## src/rtl/fp_pkg.sv

```systemverilog
// Shared constants, bit positions and types for the FP normalize/round/pack path.
package fp_pkg;

    // Default widths: 28-bit mantissa (carry, hidden, 23 fraction, G, R, S)
    // and a 10-bit signed biased exponent.
    localparam int DEF_MANT_W = 28;
    localparam int DEF_EXP_W  = 10;

    localparam int          BIAS    = 127;
    localparam int          EXP_MAX = 255;
    localparam logic [31:0] QNAN    = 32'h7FC0_0000;

    // Bit positions inside the raw mantissa coming from the adder.
    localparam int CARRY_BIT  = 27;
    localparam int HIDDEN_BIT = 26;
    localparam int FRAC_LSB   = 3;
    localparam int G_BIT      = 2;
    localparam int R_BIT      = 1;
    localparam int S_BIT      = 0;

    // Positions inside out_flags = {invalid, overflow, underflow, inexact}.
    localparam int FLAG_INVALID   = 3;
    localparam int FLAG_OVERFLOW  = 2;
    localparam int FLAG_UNDERFLOW = 1;
    localparam int FLAG_INEXACT   = 0;

    typedef enum logic [1:0] {
        IDLE  = 2'd0,
        NORM  = 2'd1,
        ROUND = 2'd2,
        DONE  = 2'd3
    } state_t;

endpackage

```

## src/rtl/fp_rne_round.sv

```systemverilog
// Round-to-nearest-even on a significand with guard/round/sticky bits.
// Purely combinational; carry reports that the significand overflowed its width.
module fp_rne_round #(
    parameter int SIG_W = 24
) (
    input  logic [SIG_W-1:0] sig,
    input  logic             guard,
    input  logic             round_bit,
    input  logic             sticky,
    output logic [SIG_W-1:0] rounded,
    output logic             carry,
    output logic             inexact
);

    logic round_up;

    // Increment when above half, or exactly half with an odd LSB.
    always_comb begin
        round_up         = guard & (round_bit | sticky | sig[0]);
        {carry, rounded} = {1'b0, sig} + {{SIG_W{1'b0}}, round_up};
        inexact          = guard | round_bit | sticky;
    end

endmodule

```

## src/rtl/fp_norm_round.sv

```systemverilog
// Post-add normalize / round / pack stage for binary32.
// Handshake: a transfer happens on a rising edge where valid and ready are
// both high; in_ready is high only in IDLE, out_valid only in DONE, and the
// output payload is held stable until out_ready accepts it.
module fp_norm_round
    import fp_pkg::*;
#(
    parameter int MANT_W = DEF_MANT_W,
    parameter int EXP_W  = DEF_EXP_W
) (
    input  logic              clk,
    input  logic              reset,
    input  logic              in_valid,
    output logic              in_ready,
    input  logic              in_sign,
    input  logic [EXP_W-1:0]  in_exp,
    input  logic [MANT_W-1:0] in_mant,
    input  logic              in_zero,
    input  logic              in_inf,
    input  logic              in_nan,
    output logic              out_valid,
    input  logic              out_ready,
    output logic [31:0]       out_result,
    output logic [3:0]        out_flags,
    output state_t            dbg_state
);

    localparam logic signed [EXP_W-1:0] EXP_ONE   = EXP_W'(1);
    localparam logic signed [EXP_W-1:0] EXP_MAX_S = EXP_W'(EXP_MAX);

    state_t                   state;
    state_t                   state_next;
    logic                     sign_q;
    logic signed [EXP_W-1:0]  exp_q;
    logic [MANT_W-1:0]        mant_q;

    logic                     accept;
    logic                     norm_rshift;
    logic                     norm_lshift;
    logic [MANT_W-1:0]        mant_rsh;
    logic [MANT_W-1:0]        mant_lsh;

    logic [23:0]              rnd_sig;
    logic                     rnd_carry;
    logic                     rnd_inexact;
    logic [23:0]              m24;
    logic signed [EXP_W-1:0]  exp_rnd;
    logic [31:0]              pack_result;
    logic [3:0]               pack_flags;

    assign accept    = in_valid & in_ready;
    assign in_ready  = (state == IDLE);
    assign out_valid = (state == DONE);
    assign dbg_state = state;

    // Pick this cycle's normalization step; right shifts (carry or
    // denormalization) outrank left shifts, and the sticky bit only ever
    // accumulates: right shifts OR the dropped bit into it, left shifts keep it.
    always_comb begin
        norm_rshift = mant_q[CARRY_BIT] | (exp_q < EXP_ONE);
        norm_lshift = ~norm_rshift & ~mant_q[HIDDEN_BIT] & (exp_q > EXP_ONE);
        mant_rsh    = {1'b0, mant_q[MANT_W-1:2], mant_q[R_BIT] | mant_q[S_BIT]};
        mant_lsh    = {mant_q[MANT_W-2:0], mant_q[S_BIT]};
    end

    fp_rne_round #(
        .SIG_W (24)
    ) u_rne (
        .sig       (mant_q[HIDDEN_BIT:FRAC_LSB]),
        .guard     (mant_q[G_BIT]),
        .round_bit (mant_q[R_BIT]),
        .sticky    (mant_q[S_BIT]),
        .rounded   (rnd_sig),
        .carry     (rnd_carry),
        .inexact   (rnd_inexact)
    );

    // Fold a rounding carry back to 1.0 and pack the binary32 word and flags.
    always_comb begin
        m24         = rnd_carry ? 24'h80_0000 : rnd_sig;
        exp_rnd     = exp_q + $signed({{(EXP_W-1){1'b0}}, rnd_carry});
        pack_result = '0;
        pack_flags  = '0;
        if (exp_rnd >= EXP_MAX_S) begin
            pack_result                = {sign_q, 8'hFF, 23'h0};
            pack_flags[FLAG_OVERFLOW]  = 1'b1;
            pack_flags[FLAG_INEXACT]   = 1'b1;
        end else if (!m24[23]) begin
            // Hidden bit still clear: only reachable at exp==1, so subnormal.
            pack_result                = {sign_q, 8'h00, m24[22:0]};
            pack_flags[FLAG_UNDERFLOW] = rnd_inexact;
            pack_flags[FLAG_INEXACT]   = rnd_inexact;
        end else begin
            // Also covers a subnormal rounding up into the smallest normal,
            // where exp is 1 and the exponent field becomes 1.
            pack_result                = {sign_q, exp_rnd[7:0], m24[22:0]};
            pack_flags[FLAG_INEXACT]   = rnd_inexact;
        end
    end

    // State register.
    always_ff @(posedge clk) begin
        if (reset) state <= IDLE;
        else       state <= state_next;
    end

    // Next-state logic: specials skip straight to DONE, normals walk NORM/ROUND.
    always_comb begin
        state_next = state;
        case (state)
            IDLE: begin
                if (accept) begin
                    if (in_nan | in_inf | in_zero | (in_mant == '0)) state_next = DONE;
                    else                                             state_next = NORM;
                end
            end
            NORM: begin
                if (!norm_rshift && !norm_lshift) state_next = ROUND;
            end
            ROUND: state_next = DONE;
            DONE: begin
                if (out_ready) state_next = IDLE;
            end
            default: state_next = IDLE;
        endcase
    end

    // Datapath: capture, shift one step per NORM cycle, load the packed result.
    always_ff @(posedge clk) begin
        if (reset) begin
            sign_q     <= 1'b0;
            exp_q      <= '0;
            mant_q     <= '0;
            out_result <= '0;
            out_flags  <= '0;
        end else begin
            case (state)
                IDLE: begin
                    if (accept) begin
                        sign_q <= in_sign;
                        exp_q  <= $signed(in_exp);
                        mant_q <= in_mant;
                        if (in_nan) begin
                            out_result <= QNAN;
                            out_flags  <= 4'(1 << FLAG_INVALID);
                        end else if (in_inf) begin
                            out_result <= {in_sign, 8'hFF, 23'h0};
                            out_flags  <= '0;
                        end else if (in_zero || (in_mant == '0)) begin
                            out_result <= {in_sign, 31'h0};
                            out_flags  <= '0;
                        end
                    end
                end
                NORM: begin
                    if (norm_rshift) begin
                        mant_q <= mant_rsh;
                        exp_q  <= exp_q + EXP_ONE;
                    end else if (norm_lshift) begin
                        mant_q <= mant_lsh;
                        exp_q  <= exp_q - EXP_ONE;
                    end
                end
                ROUND: begin
                    out_result <= pack_result;
                    out_flags  <= pack_flags;
                end
                default: ;
            endcase
        end
    end

endmodule

```

## config.mk

```make
export PLATFORM = sky130hd
export DESIGN_NAME = fp_norm_round
export DESIGN_NICKNAME = d
export VERILOG_FILES = /design/src/rtl/fp_pkg.sv /design/src/rtl/fp_rne_round.sv /design/src/rtl/fp_norm_round.sv
export SDC_FILE = /design/constraint.sdc
export NUM_CORES = 1
export LEC_CHECK = 0
export CAP_MARGIN = 40
export CORE_ASPECT_RATIO = 1.5
export CORE_UTILIZATION = 40
export CTS_BUF_LIST = sky130_fd_sc_hd__clkbuf_4
export DETAILED_ROUTE_END_ITERATION = 7
export SYNTH_ARGS = -nofsm -noshare
export SYNTH_HDL_FRONTEND = slang
export SYNTH_HIERARCHICAL = 1
export SYNTH_SLANG_ARGS = --single-unit
```

## constraint.sdc

```tcl
create_clock -name clk -period 4.2 [get_ports clk]
set_input_delay 0.63 -clock clk [delete_from_list [all_inputs] [get_ports clk]]
set_output_delay 0.63 -clock clk [all_outputs]
set_load 0.1 [all_outputs]
```

==> flow_metrics.py, run 1 <==
metrics = {
    "synth": {
        "synthSimpleGateAreaFrac_pct": 24.0,
        "synth_compound_area_share_pct": 27.6,
        "synth_top_family_by_area": "compound AO/OA/AOI/OAI gates",
        "yosysWarnings": 6,
        "synth_fa_ha_area_share_pct": 2.67,
        "synth-seq-cells": 77,
        "synthXorXnorAreaFrac_pct": 5.61,
        "synth_fp_nets": 616,
        "synth_edf_count": 0,
        "netlist_area_sq_um": 4680,
        "synthCells": 560,
        "synthFlopType": "dfxtp_1",
        "synthMuxAreaShare_pct": 1.12,
        "syn_avg_cell_area_sq_um": 8.36,
        "synthArstFlopShare_pct": 0,
        "seq_area_frac_synth_pct": 32.9,
        "synth_cell_types": 75,
    },
    "power_and_ir_drop": {
        "p_leak_uw": 0.00231,
        "peakVddDrop_mv": 0.547,
        "p_per_area_nw_per_um2": 693,
        "finalPower_uw": 4390,
    },
    "worst_hold_path": {
        "worstHoldStart": "sign_q",
        "worstHoldPathCells": 2,
        "hold_class": "reg -> reg",
    },
    "floorplanning": {
        "die-area_sq_um": 12100,
        "initial_core_util_pct": 40.8,
        "die_w_um": 90.3,
        "io_pins": 86,
        "core_region_area_sq_um": 11500,
        "num_rows": 48,
        "die-height_um": 134,
    },
    "placed_design": {
        "place.gp.congestion": 0.904,
        "hpwl_um": 10700,
        "dpl_cell_area_sq_um": 6210,
        "port_buffers": 85,
    },
    "sta": {
        "final_hold_viol_count": 0,
        "period_needed_ns": 3.75,
        "max_slew_margin_pct": 43.6,
        "tns_ns": 0,
        "final_max_slew_viol_count": 0,
        "rsz0062_at_grt": "false",
        "fin_worst_skew_ns": 0.0199,
        "worstMarginPinSlew_ns": 0.840,
        "finalSetupViolCount": 0,
        "finalCritPeriodShare_pct": 89.3,
        "max_freq_mhz": 267,
    },
    "global_route": {
        "grt_pass1_vias": 4897,
        "grt_max_degree": 70,
        "antenna_found_initial": 1,
        "grt.total_usage_pct": 24.5,
        "overflow": 0,
        "grt_pass1_wl_um": 23800,
    },
    "cts": {
        "cts_root_buffer": "clkbuf_4",
        "htree_levels": 3,
        "cts_buffer_depth": 2,
        "cts_resized": 0,
        "cts.sinks": 77,
        "postCtsSetupRepairBufs": 0,
        "cts_hold_buf": 0,
        "clk_latency_ns": 0.46,
        "clkTransAtPathRegs_ns": 0.14,
        "cts_tree": "yes",
        "numCtsBuffers": 9,
    },
    "worst_setup_path": {
        "timing.rr.start": "mant_q[2]",
        "cp.arrival_ns": 4.15,
        "cp-start-kind": "flip-flop",
        "crit_fanout": 22,
        "endpoint": "out_result[9]",
        "crit_path_end_kind": "flip-flop",
        "slowest_stage": "dfxtp_1",
        "cpMostUsedCell": "ha_1",
        "crit_required_ns": 4.60,
        "critical_path_class": "reg -> reg",
        "reg2reg_to": "out_result[9]",
        "path_cells": "and2_1 -> ha_1 -> nand4_2 -> nor4_4 -> and4_1 -> ha_1 -> ha_1 -> and4b_1 -> nand4_1 -> nand3_2 -> a2111oi_4 -> buf_4 -> a22o_1",
        "critPathMaxStageDelay_ns": 0.46,
        "reg2reg_slack_ns": 0.45,
        "worstRegToRegCells": 13,
        "crit_start": "mant_q[2]",
    },
    "cells_and_area": {
        "drive_above_1_share_pct": 13.1,
        "num-fill-cells": 1048,
        "syn2layout_area_growth_pct": 35.3,
        "design_area_sq_um": 6330,
        "final_core_util_pct": 55.2,
        "regArea_sq_um": 1540,
        "multi_input_area_sq_um": 2880,
        "layout_common_cells": "clkdlybuf4s50_1 (85), dfxtp_1 (77), nand2_1 (65), nor2_1 (50), a22o_1 (48)",
        "nNetsFinal": 721,
        "layout_commonest_cell": "clkdlybuf4s50_1",
    },
    "drt": {
        "drc_errors": 0,
        "first_iter_violations": 225,
        "drtAntennaViolNets": 0,
        "wirelength_um": 14700,
        "wire_per_inst_um": 18.0,
        "avgViaCountPerCell": 5.85,
        "dr.pass1.iters": 5,
        "vias": 4803,
    },
    "run_status": {
        "status": "complete, no violations",
    },
    "job": {
        "maxCapViolations": 0,
    },
}
==> power by group <==
| group | switching, uW | leakage, uW | internal (uW) |
|---|---|---|---|
| Clock | 298 | 0.0000623 | 123 |
| Combinational | 1700 | 0.00162 | 1010 |
| Sequential | 332 | 0.000629 | 933 |
| Total | 2330 | 0.00231 | 2060 |
==> sequential cells by signal, summed over array words and instances (netlist names) <==
register and cells:
out_result 32, sign_q 1, mant_q 28, out_flags 4, dbg_state 2, exp_q 10
==> worst max-delay path, delay by kind of cell, from the launching register on <==
| kind | cells | cell delay (ns) |
|---|---|---|
| compound gates | 2 | 0.53 |
| flops | 1 | 0.46 |
| fa+ha+maj | 3 | 0.84 |
| simple gates | 7 | 1.53 |
| buf+inv | 1 | 0.33 |
==> Yosys cell counts, types with 3 or more instances <==
| cell | number | share of area, % |
|---|---|---|
| a211oi_1 | 4 | 0.64 |
| a21o_1 | 3 | 0.48 |
| a21oi_1 | 19 | 2.0 |
| a22o_1 | 48 | 9.0 |
| a31oi_1 | 48 | 6.4 |
| and2_1 | 3 | 0.40 |
| and3_1 | 9 | 1.2 |
| and4_1 | 4 | 0.75 |
| buf_2 | 15 | 1.6 |
| buf_6 | 4 | 0.96 |
| clkbuf_1 | 18 | 1.4 |
| dfxtp_1 | 77 | 33 |
| ha_1 | 10 | 2.7 |
| inv_1 | 15 | 1.2 |
| mux2i_1 | 3 | 0.64 |
| nand2_1 | 65 | 5.2 |
| nand2b_1 | 4 | 0.53 |
| nand3_1 | 23 | 2.5 |
| nand4_1 | 14 | 1.9 |
| nor2_1 | 50 | 4.0 |
| nor2b_1 | 3 | 0.40 |
| nor3_1 | 4 | 0.43 |
| nor4_1 | 6 | 0.80 |
| o21a_1 | 3 | 0.48 |
| o21ai_0 | 8 | 0.86 |
| o21ai_1 | 3 | 0.32 |
| o2bb2ai_1 | 3 | 0.56 |
| o32ai_1 | 3 | 0.56 |
| or2_2 | 3 | 0.40 |
| or3_1 | 3 | 0.40 |
| or4_1 | 4 | 0.64 |
| xnor2_1 | 24 | 4.5 |
| xor2_1 | 6 | 1.1 |
==> metal layers <==
layer	wire [um]	track usage, %	vias up
met4	485	13.5	0
met2	7880	46.4	129
met3	610	3.21	35
li1	-	-	2310
met5	0	0	-
met1	5760	26.0	2329
==> area by class of cell <==
type	instances	share of cell area, %
Tap cell	150	2.96
Timing Repair Buffer	134	24.4
Clock inverter	7	0.810
Clock buffer	9	1.07
Multi-Input combinational cell	427	45.4
Inverter	16	0.948
Sequential cell	77	24.3
Antenna cell	1	0.0395
==> cell families after synthesis <==
group           Yosys count
xor+xnor                 30
mux                       5
simple gates            213
compound gates          169
buf+inv                  56
flops                    77
fa+ha+maj                10
==> stage by stage <==
step           cells  hold WS (ns)  setup slack, ns
2_1_floorplan    560         0.434            0.811
3_3_place_gp     762         0.442            0.694
3_5_place_dp     804         0.449            0.523
4_1_cts          820         0.467            0.451
5_1_grt          821         0.493            0.184
6_report         821         0.476            0.449
==> worst min-delay path by stage <==
stage	to	slack [ns]
after floorplan	sign_q	0.43
after global placement	sign_q	0.44
after detailed placement	sign_q	0.45
after CTS	sign_q	0.47
after global routing	sign_q	0.49
final	sign_q	0.48
(Power assumes the default switching activity.)
==> run 2, diff against run 1 <==
--- a/config.mk
+++ b/config.mk
@@ -6,9 +6,9 @@
 export NUM_CORES = 1
 export LEC_CHECK = 0
 export CAP_MARGIN = 40
-export CORE_ASPECT_RATIO = 1.5
 export CORE_UTILIZATION = 40
 export CTS_BUF_LIST = sky130_fd_sc_hd__clkbuf_4
+export CTS_CLUSTER_DIAMETER = 200
 export DETAILED_ROUTE_END_ITERATION = 7
 export SYNTH_ARGS = -nofsm -noshare
 export SYNTH_HDL_FRONTEND = slang
==> flow_metrics.py, run 2 (synthesis results as in run 1) <==
metrics = {
    "worst_setup_path": {
        "slowest_stage": "dfxtp_1",
        "cpMostUsedCell": "ha_1",
        "cp.depth": 13,
        "crit_buf_inv": 1,
        "cp-start-kind": "flip-flop",
        "timing.rr.start": "mant_q[2]",
        "endpoint": "out_result[11]",
        "critical_path_class": "reg -> reg",
        "crit_fanout": 22,
        "crit_path_end_kind": "flip-flop",
        "crit_start": "mant_q[2]",
        "crit_required_ns": 4.58,
        "worstRegToRegCells": 13,
        "reg2reg_to": "out_result[11]",
        "critPathTopFamily": "simple AND/OR/NAND/NOR gates",
        "critPathMaxStageDelay_ns": 0.46,
        "path_cells": "and2_1 -> ha_1 -> nand4_2 -> nor4_4 -> and4_1 -> ha_1 -> ha_1 -> and4b_1 -> nand4_1 -> nand3_2 -> a2111oi_4 -> buf_4 -> a22o_1",
        "cp.arrival_ns": 4.11,
        "reg2reg_slack_ns": 0.47,
    },
    "sta": {
        "max_slew_margin_pct": 44.3,
        "finalCritPeriodShare_pct": 88.9,
        "final_max_slew_viol_count": 0,
        "period_needed_ns": 3.73,
        "worst_hold_slack_ns": 0.485,
        "rsz0062_at_grt": "false",
        "tns_ns": 0,
        "fin_worst_skew_ns": 0.0160,
        "finalSetupViolCount": 0,
        "max_freq_mhz": 268,
        "final_hold_viol_count": 0,
        "worstMarginPinSlew_ns": 0.829,
    },
    "cells_and_area": {
        "regArea_sq_um": 1540,
        "multi_input_area_sq_um": 2860,
        "design_area_sq_um": 6270,
        "diodes": 0,
        "syn2layout_area_growth_pct": 33.9,
        "num-fill-cells": 1083,
        "layout_common_cells": "clkdlybuf4s50_1 (85), dfxtp_1 (77), nand2_1 (65), nor2_1 (50), a22o_1 (48)",
        "drive_above_1_share_pct": 12.6,
        "largest_register_ffs": 32,
        "nNetsFinal": 719,
        "reg_top3": "out_result (32), mant_q (28), exp_q (10)",
        "final_cell_count_no_fill": 810,
        "top_register": "out_result",
        "layout_commonest_cell": "clkdlybuf4s50_1",
    },
    "drt": {
        "drc_errors": 0,
        "vias": 4651,
        "first_iter_violations": 258,
        "wire_per_inst_um": 16.6,
        "dr.pass1.iters": 5,
        "avgViaCountPerCell": 5.74,
        "drtAntennaViolNets": 0,
        "wirelength_um": 13500,
    },
    "run_status": {
        "status": "complete, no violations",
    },
    "placed_design": {
        "hpwl_um": 9620,
        "dpl_cell_area_sq_um": 6150,
        "dp.cells": 794,
        "port_buffers": 85,
        "place.gp.congestion": 0.874,
    },
    "global_route": {
        "grt_max_degree": 70,
        "grt.total_usage_pct": 23.3,
        "antenna_found_initial": 0,
        "grt_pass1_vias": 4379,
        "overflow": 0,
        "grt_pass1_wl_um": 21900,
    },
    "floorplanning": {
        "core_region_area_sq_um": 11400,
        "die-height_um": 110,
        "io_pins": 86,
        "die_w_um": 110,
        "num_rows": 39,
        "initial_core_util_pct": 41.0,
        "die-area_sq_um": 12100,
    },
    "power_and_ir_drop": {
        "seqPwrFrac_pct": 29.7,
        "p_leak_uw": 0.00229,
        "pwr-share-clk_pct": 9.3,
        "p_per_area_nw_per_um2": 674,
        "switching_share_pct": 53.1,
        "peakVddDrop_mv": 0.527,
        "p_int_uw": 1980,
        "combPwrFrac_pct": 60.9,
        "p_switching_uw": 2240,
    },
    "cts": {
        "clk_latency_ns": 0.43,
        "cts_tree": "yes",
        "numCtsBuffers": 9,
        "cts.sinks": 77,
        "cts_hold_buf": 0,
        "cts_buffer_depth": 2,
        "htree_levels": 3,
        "cts_root_buffer": "clkbuf_4",
        "clkTransAtPathRegs_ns": 0.12,
    },
    "worst_hold_path": {
        "hold_class": "reg -> reg",
        "worstHoldStart": "out_result[13]",
    },
    "job": {
        "maxCapViolations": 0,
    },
}
## run 2: worst min-delay path by stage
stage	to	cells after the start	slack [ns]
after floorplan	sign_q	2	0.43
after global placement	sign_q	2	0.45
after detailed placement	out_result[8]	1	0.46
after CTS	sign_q	2	0.48
after global routing	sign_q	2	0.51
final	out_result[13]	1	0.49
## run 2: power groups by stage
stage / Sequential, uW / Clock [uW] / Combinational (uW)
6_report: 1260 / 394 / 2570
5_1_grt: 1300 / 439 / 2770
4_1_cts: 1250 / 403 / 2570
3_5_place_dp: 1260 / 0 / 2560
3_3_place_gp: 1260 / 0 / 2330
2_1_floorplan: 1500 / 0 / 1600
## run 2: layout make-up
type	count	area share, %
Multi-Input combinational cell	427	45.7
Clock inverter	6	0.619
Inverter	16	0.958
Sequential cell	77	24.6
Tap cell	143	2.86
Clock buffer	9	1.08
Timing Repair Buffer	132	24.2
## run 2: stage by stage
step	power, uW	setup WS (ns)	utilization [%]
after floorplan	3110	0.811	-
after global placement	3590	0.584	48.5
after detailed placement	3820	0.432	53.9
after CTS	4220	0.378	54.8
after global routing	4510	0.127	54.9
final	4220	0.467	54.9
## run 2: worst register-to-register path, stage by stage (launching register included)
cell	delay (ns)
dfxtp_1	0.46
and2_1	0.19
ha_1	0.22
nand4_2	0.17
nor4_4	0.36
and4_1	0.36
ha_1	0.29
ha_1	0.31
and4b_1	0.22
nand4_1	0.10
nand3_2	0.16
a2111oi_4	0.33
buf_4	0.32
a22o_1	0.19
## run 2: what timing repair did
action | 4_1_cts | 5_1_grt
gates resized for setup | 0 | 0
buffers inserted | 0 | 1
hold endpoints to repair | 0 | 0
setup endpoints to repair | 0 | 17
## run 2: metal layers
layer	vias up	track usage (%)	routed length, um
li1	2293	-	-
met2	114	38.7	6470
met4	0	6.11	165
met5	-	0	0
met3	18	4.88	571
met1	2226	30.5	6250
